[src/rtl/recipe_scheduler_if.sv]
// Request and dispenser handshake bundle for the recipe scheduler.
// The master side is the requester together with the dispenser; the
// slave side is the scheduler itself.
interface recipe_scheduler_if #(
    parameter int TIME_W = 10
);
    logic              req_valid;
    logic [3:0]        req_id;
    logic              req_ready;
    logic              disp_start;
    logic              disp_done;
    logic [TIME_W-1:0] r_time;
    logic [TIME_W-1:0] y_time;
    logic [TIME_W-1:0] b_time;

    modport master (
        output req_valid, req_id, disp_done,
        input  req_ready, disp_start, r_time, y_time, b_time
    );

    modport slave (
        input  req_valid, req_id, disp_done,
        output req_ready, disp_start, r_time, y_time, b_time
    );
endinterface

[src/rtl/recipe_scheduler.sv]
// Recipe scheduler: queues recipe ids in a small FIFO, maps each id to
// red/yellow/blue drop round counts at pop time and launches one dispense
// cycle at a time, guarded by a watchdog.
module recipe_scheduler #(
    parameter int DEPTH   = 4,
    parameter int TIME_W  = 10,
    parameter int TIMEOUT = 1000000
) (
    input  logic                     clk,
    input  logic                     rst,
    recipe_scheduler_if.slave        bus,
    output logic                     busy,
    output logic [$clog2(DEPTH):0]   queue_count,
    output logic                     err_id,
    output logic                     err_timeout
);
    localparam int PTR_W = $clog2(DEPTH);
    localparam int CNT_W = PTR_W + 1;
    localparam int WD_W  = $clog2(TIMEOUT) + 1;
    localparam logic [WD_W-1:0]  WD_LAST   = WD_W'(TIMEOUT - 1);
    localparam logic [CNT_W-1:0] CNT_FULL  = CNT_W'(DEPTH);

    typedef enum logic [1:0] {
        ST_IDLE,
        ST_LOAD,
        ST_WAIT
    } state_t;

    state_t            state_q, state_d;
    logic [2:0]        fifo_mem [DEPTH];
    logic [PTR_W-1:0]  rd_ptr, wr_ptr;
    logic [CNT_W-1:0]  count_q;
    logic [WD_W-1:0]   wd_q;
    logic [TIME_W-1:0] r_q, y_q, b_q;
    logic [TIME_W-1:0] tbl_r, tbl_y, tbl_b;
    logic [2:0]        head_id;
    logic              full, empty, accept, push, pop, timeout_hit;

    // Ids 8..15 have bit 3 set and are rejected; only 3 bits are stored.
    assign full        = (count_q == CNT_FULL);
    assign empty       = (count_q == '0);
    assign accept      = bus.req_valid && bus.req_ready;
    assign push        = accept && !bus.req_id[3];
    assign head_id     = fifo_mem[rd_ptr];

    assign bus.req_ready  = !full;
    assign bus.disp_start = (state_q == ST_LOAD);
    assign bus.r_time     = r_q;
    assign bus.y_time     = y_q;
    assign bus.b_time     = b_q;
    assign busy           = (state_q != ST_IDLE);
    assign queue_count    = count_q;

    // Recipe table: drop round counts for the id at the head of the queue.
    always_comb begin
        // NOTE: every output gets a default first so no path can infer a latch.
        tbl_r = '0;
        tbl_y = '0;
        tbl_b = '0;
        case (head_id)
            3'd0: begin tbl_r = TIME_W'(5);  tbl_y = TIME_W'(7);  tbl_b = TIME_W'(9);  end
            3'd1: begin tbl_r = TIME_W'(10);                                            end
            3'd2: begin                      tbl_y = TIME_W'(10);                       end
            3'd3: begin                                           tbl_b = TIME_W'(10); end
            3'd4: begin tbl_r = TIME_W'(5);  tbl_y = TIME_W'(5);                        end
            3'd5: begin                      tbl_y = TIME_W'(5);  tbl_b = TIME_W'(5);  end
            3'd6: begin tbl_r = TIME_W'(5);                       tbl_b = TIME_W'(5);  end
            default: begin tbl_r = TIME_W'(3); tbl_y = TIME_W'(3); tbl_b = TIME_W'(3); end
        endcase
    end

    // Next-state logic: pop on leaving IDLE, done beats the watchdog in WAIT.
    always_comb begin
        state_d     = state_q;
        pop         = 1'b0;
        timeout_hit = 1'b0;
        case (state_q)
            ST_IDLE: begin
                if (!empty) begin
                    state_d = ST_LOAD;
                    pop     = 1'b1;
                end
            end
            ST_LOAD: state_d = ST_WAIT;
            ST_WAIT: begin
                if (bus.disp_done) begin
                    state_d = ST_IDLE;
                end else if (wd_q == WD_LAST) begin
                    state_d     = ST_IDLE;
                    timeout_hit = 1'b1;
                end
            end
            default: state_d = ST_IDLE;
        endcase
    end

    // State register.
    always_ff @(posedge clk or negedge rst) begin
        // NOTE: sequential state uses non-blocking assignments so every
        // register samples the pre-edge values of the others.
        if (!rst) state_q <= ST_IDLE;
        else      state_q <= state_d;
    end

    // FIFO storage; contents are only meaningful below the count.
    always_ff @(posedge clk) begin
        // NOTE: the array is deliberately not reset; emptiness comes from
        // count_q, so clearing storage would only cost reset fan-out.
        if (push) fifo_mem[wr_ptr] <= bus.req_id[2:0];
    end

    // FIFO pointers (wrap modulo DEPTH) and occupancy count.
    always_ff @(posedge clk or negedge rst) begin
        if (!rst) begin
            rd_ptr  <= '0;
            wr_ptr  <= '0;
            count_q <= '0;
        end else begin
            if (push) wr_ptr <= wr_ptr + PTR_W'(1);
            if (pop)  rd_ptr <= rd_ptr + PTR_W'(1);
            case ({push, pop})
                2'b10:   count_q <= count_q + CNT_W'(1);
                2'b01:   count_q <= count_q - CNT_W'(1);
                default: count_q <= count_q;
            endcase
        end
    end

    // Round counts latched at pop and held until the next job loads.
    always_ff @(posedge clk or negedge rst) begin
        if (!rst) begin
            r_q <= '0;
            y_q <= '0;
            b_q <= '0;
        end else if (pop) begin
            r_q <= tbl_r;
            y_q <= tbl_y;
            b_q <= tbl_b;
        end
    end

    // Watchdog: cleared while loading, counts every WAIT cycle.
    always_ff @(posedge clk or negedge rst) begin
        if (!rst)                    wd_q <= '0;
        else if (state_q == ST_LOAD) wd_q <= '0;
        else if (state_q == ST_WAIT) wd_q <= wd_q + WD_W'(1);
    end

    // One-cycle error pulses for rejected ids and watchdog aborts.
    always_ff @(posedge clk or negedge rst) begin
        if (!rst) begin
            err_id      <= 1'b0;
            err_timeout <= 1'b0;
        end else begin
            err_id      <= accept && bus.req_id[3];
            err_timeout <= timeout_hit;
        end
    end
endmodule

[src/flat_wrapper.sv]
// flat-port wrapper written by rule: the top's interface ports become plain ports
module recipe_scheduler_flat 
#(
    parameter int DEPTH   = 4,
    parameter int TIME_W  = 10,
    parameter int TIMEOUT = 1000000
)
  (clk, rst, busy, queue_count, err_id, err_timeout, bus_req_valid, bus_req_id, bus_disp_done, bus_req_ready, bus_disp_start, bus_r_time, bus_y_time, bus_b_time);
  recipe_scheduler_if #(.TIME_W(TIME_W)) bus_i ();
  input  logic clk;
  input  logic rst;
  output logic busy;
  output logic [$clog2(DEPTH):0] queue_count;
  output logic err_id;
  output logic err_timeout;
  input wire logic [$bits(bus_i.req_valid)-1:0] bus_req_valid;
  input wire logic [$bits(bus_i.req_id)-1:0] bus_req_id;
  input wire logic [$bits(bus_i.disp_done)-1:0] bus_disp_done;
  output wire logic [$bits(bus_i.req_ready)-1:0] bus_req_ready;
  output wire logic [$bits(bus_i.disp_start)-1:0] bus_disp_start;
  output wire logic [$bits(bus_i.r_time)-1:0] bus_r_time;
  output wire logic [$bits(bus_i.y_time)-1:0] bus_y_time;
  output wire logic [$bits(bus_i.b_time)-1:0] bus_b_time;
  assign bus_i.req_valid = bus_req_valid;
  assign bus_i.req_id = bus_req_id;
  assign bus_i.disp_done = bus_disp_done;
  assign bus_req_ready = bus_i.req_ready;
  assign bus_disp_start = bus_i.disp_start;
  assign bus_r_time = bus_i.r_time;
  assign bus_y_time = bus_i.y_time;
  assign bus_b_time = bus_i.b_time;
  recipe_scheduler #(.DEPTH(DEPTH), .TIME_W(TIME_W), .TIMEOUT(TIMEOUT)) u_core (.clk(clk), .rst(rst), .bus(bus_i), .busy(busy), .queue_count(queue_count), .err_id(err_id), .err_timeout(err_timeout));
endmodule
[config.mk]
export PLATFORM = sky130hd
export DESIGN_NAME = recipe_scheduler_flat
export DESIGN_NICKNAME = d
export VERILOG_FILES = /design/src/rtl/recipe_scheduler_if.sv /design/src/rtl/recipe_scheduler.sv /design/src/flat_wrapper.sv
export SDC_FILE = /design/constraint.sdc
export NUM_CORES = 1
export LEC_CHECK = 0
export CAP_MARGIN = 40
export CORE_MARGIN = 4
export CORE_UTILIZATION = 45
export DETAILED_ROUTE_END_ITERATION = 10
export GPL_TIMING_DRIVEN = 0
export PLACE_DENSITY = 0.69
export SYNTH_ARGS = -nofsm -noshare
export SYNTH_HDL_FRONTEND = slang
export SYNTH_SLANG_ARGS = --single-unit
export TNS_END_PERCENT = 1
[constraint.sdc]
create_clock -name clk -period 3.1 [get_ports clk]
set_input_delay 0.31 -clock clk [delete_from_list [all_inputs] [get_ports clk]]
set_output_delay 0.31 -clock clk [all_outputs]
set_load 0.05 [all_outputs]
==> impl_results.md <==
* Most frequent cell after synthesis: dfrtp_1
* Sequential share of power at 0.328
* Die area at 0.007919 mm^2
* RSZ-0062 raised after global routing: no
* Period utilisation layout at 0.7801
* Hold endpoint: u_core.bus.b_time[1]
* Max FO, Critical Path at 9
* Hold_sp: u_core.bus.b_time[1]
* Worst EP arrival at 2.11 ns
* DR pass1 iterations at 5
* Tot Pwr at 3.189 mW
* DRC errors left at 0
* CTS Root Cell: clkbuf_8
* Initial antenna violation count at 0
* Setup Buffers After CTS at 0
* Syn. warnings at 0
* Routed wire per std cell at 12.94 um
* Worst Hold Class: register to register
* Worst hold stages at 2
* Vias in the first global route at 1944
* Die Y at 88.99 um
* Post-CTS Hold Buffers at 1
* Placed cells at 397
* Post-Layout Cell Count at 406
* Wire length of the first global-routing pass at 9032 um
* Finished layout cell area at 0.003518 mm^2
* FMAX at 413.5 MHz
* R2r setup slk at 0.74 ns
* RR Startpoint: u_core.queue_count[1]
* Worst-path clk slew at 0.10 ns
* Worst setup SP type: register
* Sequential fraction of the synthesis area at 0.4951
* Final min period at 2.418 ns
* Overall Global Routing Usage at 0.1455
* Final core occ at 0.5541
* Power share of the clock group at 0.148
* CTS tree: yes
* Run status: completed
* Worst Reg-to-Reg Cells at 10
* CP Launch Point: u_core.state_q[1]
* Rows at 29
* Vias per inst at 5.121
* Largest net degree at the start of global routing at 26
* Clk sinks at 56
* Crit end category: output pin
* Largest cells by area after synthesis: dfrtp_1 (37%), edfxtp_1 (12%), buf_4 (4.8%)
* WHS at 0.4787 ns
* Rel. slew slack at 0.6481
* Top-area cell type share of the netlist area at 0.3730
* Top_reg_cell synth: dfrtp_1
* Layout Skew at 0.006106 ns
* Most frequent cells after synthesis: dfrtp_1 (44), nand2_1 (25), buf_4 (19)
* #FFs+latches synth at 56
* Pwr Density at 906.5 mW/mm^2
* Grt ovf at 0
* Final setup fails at 0
* Layout cells sized above 1 at 0.1246
* Sw Pwr at 1.402 mW
* Cts repair resizes at 0
* Async S/R FF share, synth at 0.7857
* Comb pwr share at 0.523
* Post-route setup slack at 0.6817 ns
* Post-Syn Area at 0.002952 mm^2
* Inserted Clock Buffers at 5
* Chip width at 88.99 um
* Buffers on Ports at 27
* Leading area contributor after synthesis: dfrtp_1
* Fin nets at 347
* Clk_lat worst skew at 0.31 ns
* Initial Util at 0.4648
* H-tree Lvls at 2
* Cell Area, Placed at 0.003397 mm^2
* Reg-to-reg endpoint: u_core.queue_count[2]
* MaxCap Viol Count at 0
* LEAKAGE at 1.537 nW
* Post-Syn Area per Cell at 10.73 um^2
* Antenna Nets Post-Route at 0
* Required time of the critical path at 2.79 ns
* Setup TNS at 0 ns
* Mapped Cells at 275
* GP Congestion at 0.7829
* CTS Buffer Depth at 2
* Number of synthesized flops with an enable pin at 12
* Area Overhead vs Synth at 19.20%
* Cell internal pwr at 1.787 mW
* 1st-iter DRT viols at 93
* Worst slew pin tran at 0.5205 ns
* Maximum VDD drop at 0.0005652 V
* FILL cells at 550
* Count of different cell masters after synthesis at 46
* Worst Setup Path Type: register to output pin
* Core Box Area at 0.006350 mm^2
* WL final at 5254 um
* N_diodes at 0
* Net Sw Frac at 0.4395
* # IOs at 46
* Max Slew Vio Count at 0
* Final hold violations at 0
* Vias at 2079
* Final HPWL DP at 4009 um
* Dpl ws at 0.7405 ns
==> flip-flops by register name (all words and copies together) (netlist names), 2 cells and up <==
signal,flops
u_core.wd_q,21
u_core.fifo_mem,12
u_core.bus.r_time,4
u_core.bus.y_time,4
u_core.bus.b_time,4
u_core.queue_count,3
u_core.state_q,2
u_core.wr_ptr,2
u_core.rd_ptr,2
==> worst max path at each step <==
stage / to / cells past startpoint
global placement: u_core.err_id / 1
CTS: bus_disp_start / 3
finish: bus_disp_start / 3
detailed placement: u_core.queue_count[2] / 10
floorplan: u_core.queue_count[2] / 10
global route: u_core.queue_count[2] / 10
==> cells in the final DEF, fill, tap and decap left out, types with 4 or more instances in the layout <==
master and instances:
inv_1 13, and4_1 4, clkbuf_8 5, o21ai_0 15, mux2i_1 5, ha_1 10
buf_2 4, a21oi_1 9, and2_1 7, clkdlybuf4s50_1 26, nand3_1 11, nand2b_1 10
nand2_1 25, nor4b_1 4, or3_1 6, xnor2_1 7, and3_1 5, nor2_1 11
nand4_1 6, xor2_1 6, edfxtp_1 12, clkbuf_1 5, dfrtp_1 44, buf_4 19
conb_1 18
==> power groups by stage <==
stage	sequential (mW)	combinational [mW]	clock [mW]
2_1_floorplan	1.33	0.970	0
3_3_place_gp	1.06	1.65	0
3_5_place_dp	1.07	1.68	0
4_1_cts	1.05	1.69	0.489
5_1_grt	1.07	1.84	0.522
6_report	1.05	1.67	0.473
==> kinds of logic after synthesis <==
logic type / Yosys count / share of synthesized area
adders and majority gates: 11 / 0.04917
muxes: 9 / 0.04366
DFF: 56 / 0.4951
xor gates and xnor gates: 14 / 0.04409
other: 1 / 0.001271
and+or+nand+nor: 100 / 0.1920
buffers and inverters: 41 / 0.08012
AOI/OAI and AO/OA: 43 / 0.09454
==> layer usage <==
metal	global-route usage	part of all wire
met5	0	0
met4	0.04871	0.010
met1	0.2006	0.48
met3	0.02304	0.043
met2	0.2355	0.47
==> final cells by class <==
cell class / instances / area, um^2 / area share
plain buffers: 28 / 187.7 / 0.05334
multi-input cells: 195 / 1318 / 0.3745
well taps: 77 / 96.34 / 0.02738
repair buffers: 29 / 295.3 / 0.08393
flip-flops and latches: 56 / 1461 / 0.4154
clock inverters: 3 / 42.54 / 0.01209
clock buffers: 5 / 68.82 / 0.01956
inverters: 13 / 48.80 / 0.01387
==> worst max-delay path, stage by stage, from the launching register on <==
cell,delay [ns]
dfrtp_1,0.42
inv_1,0.13
ha_1,0.37
clkdlybuf4s50_1,0.88
(Power assumes the default switching activity.)
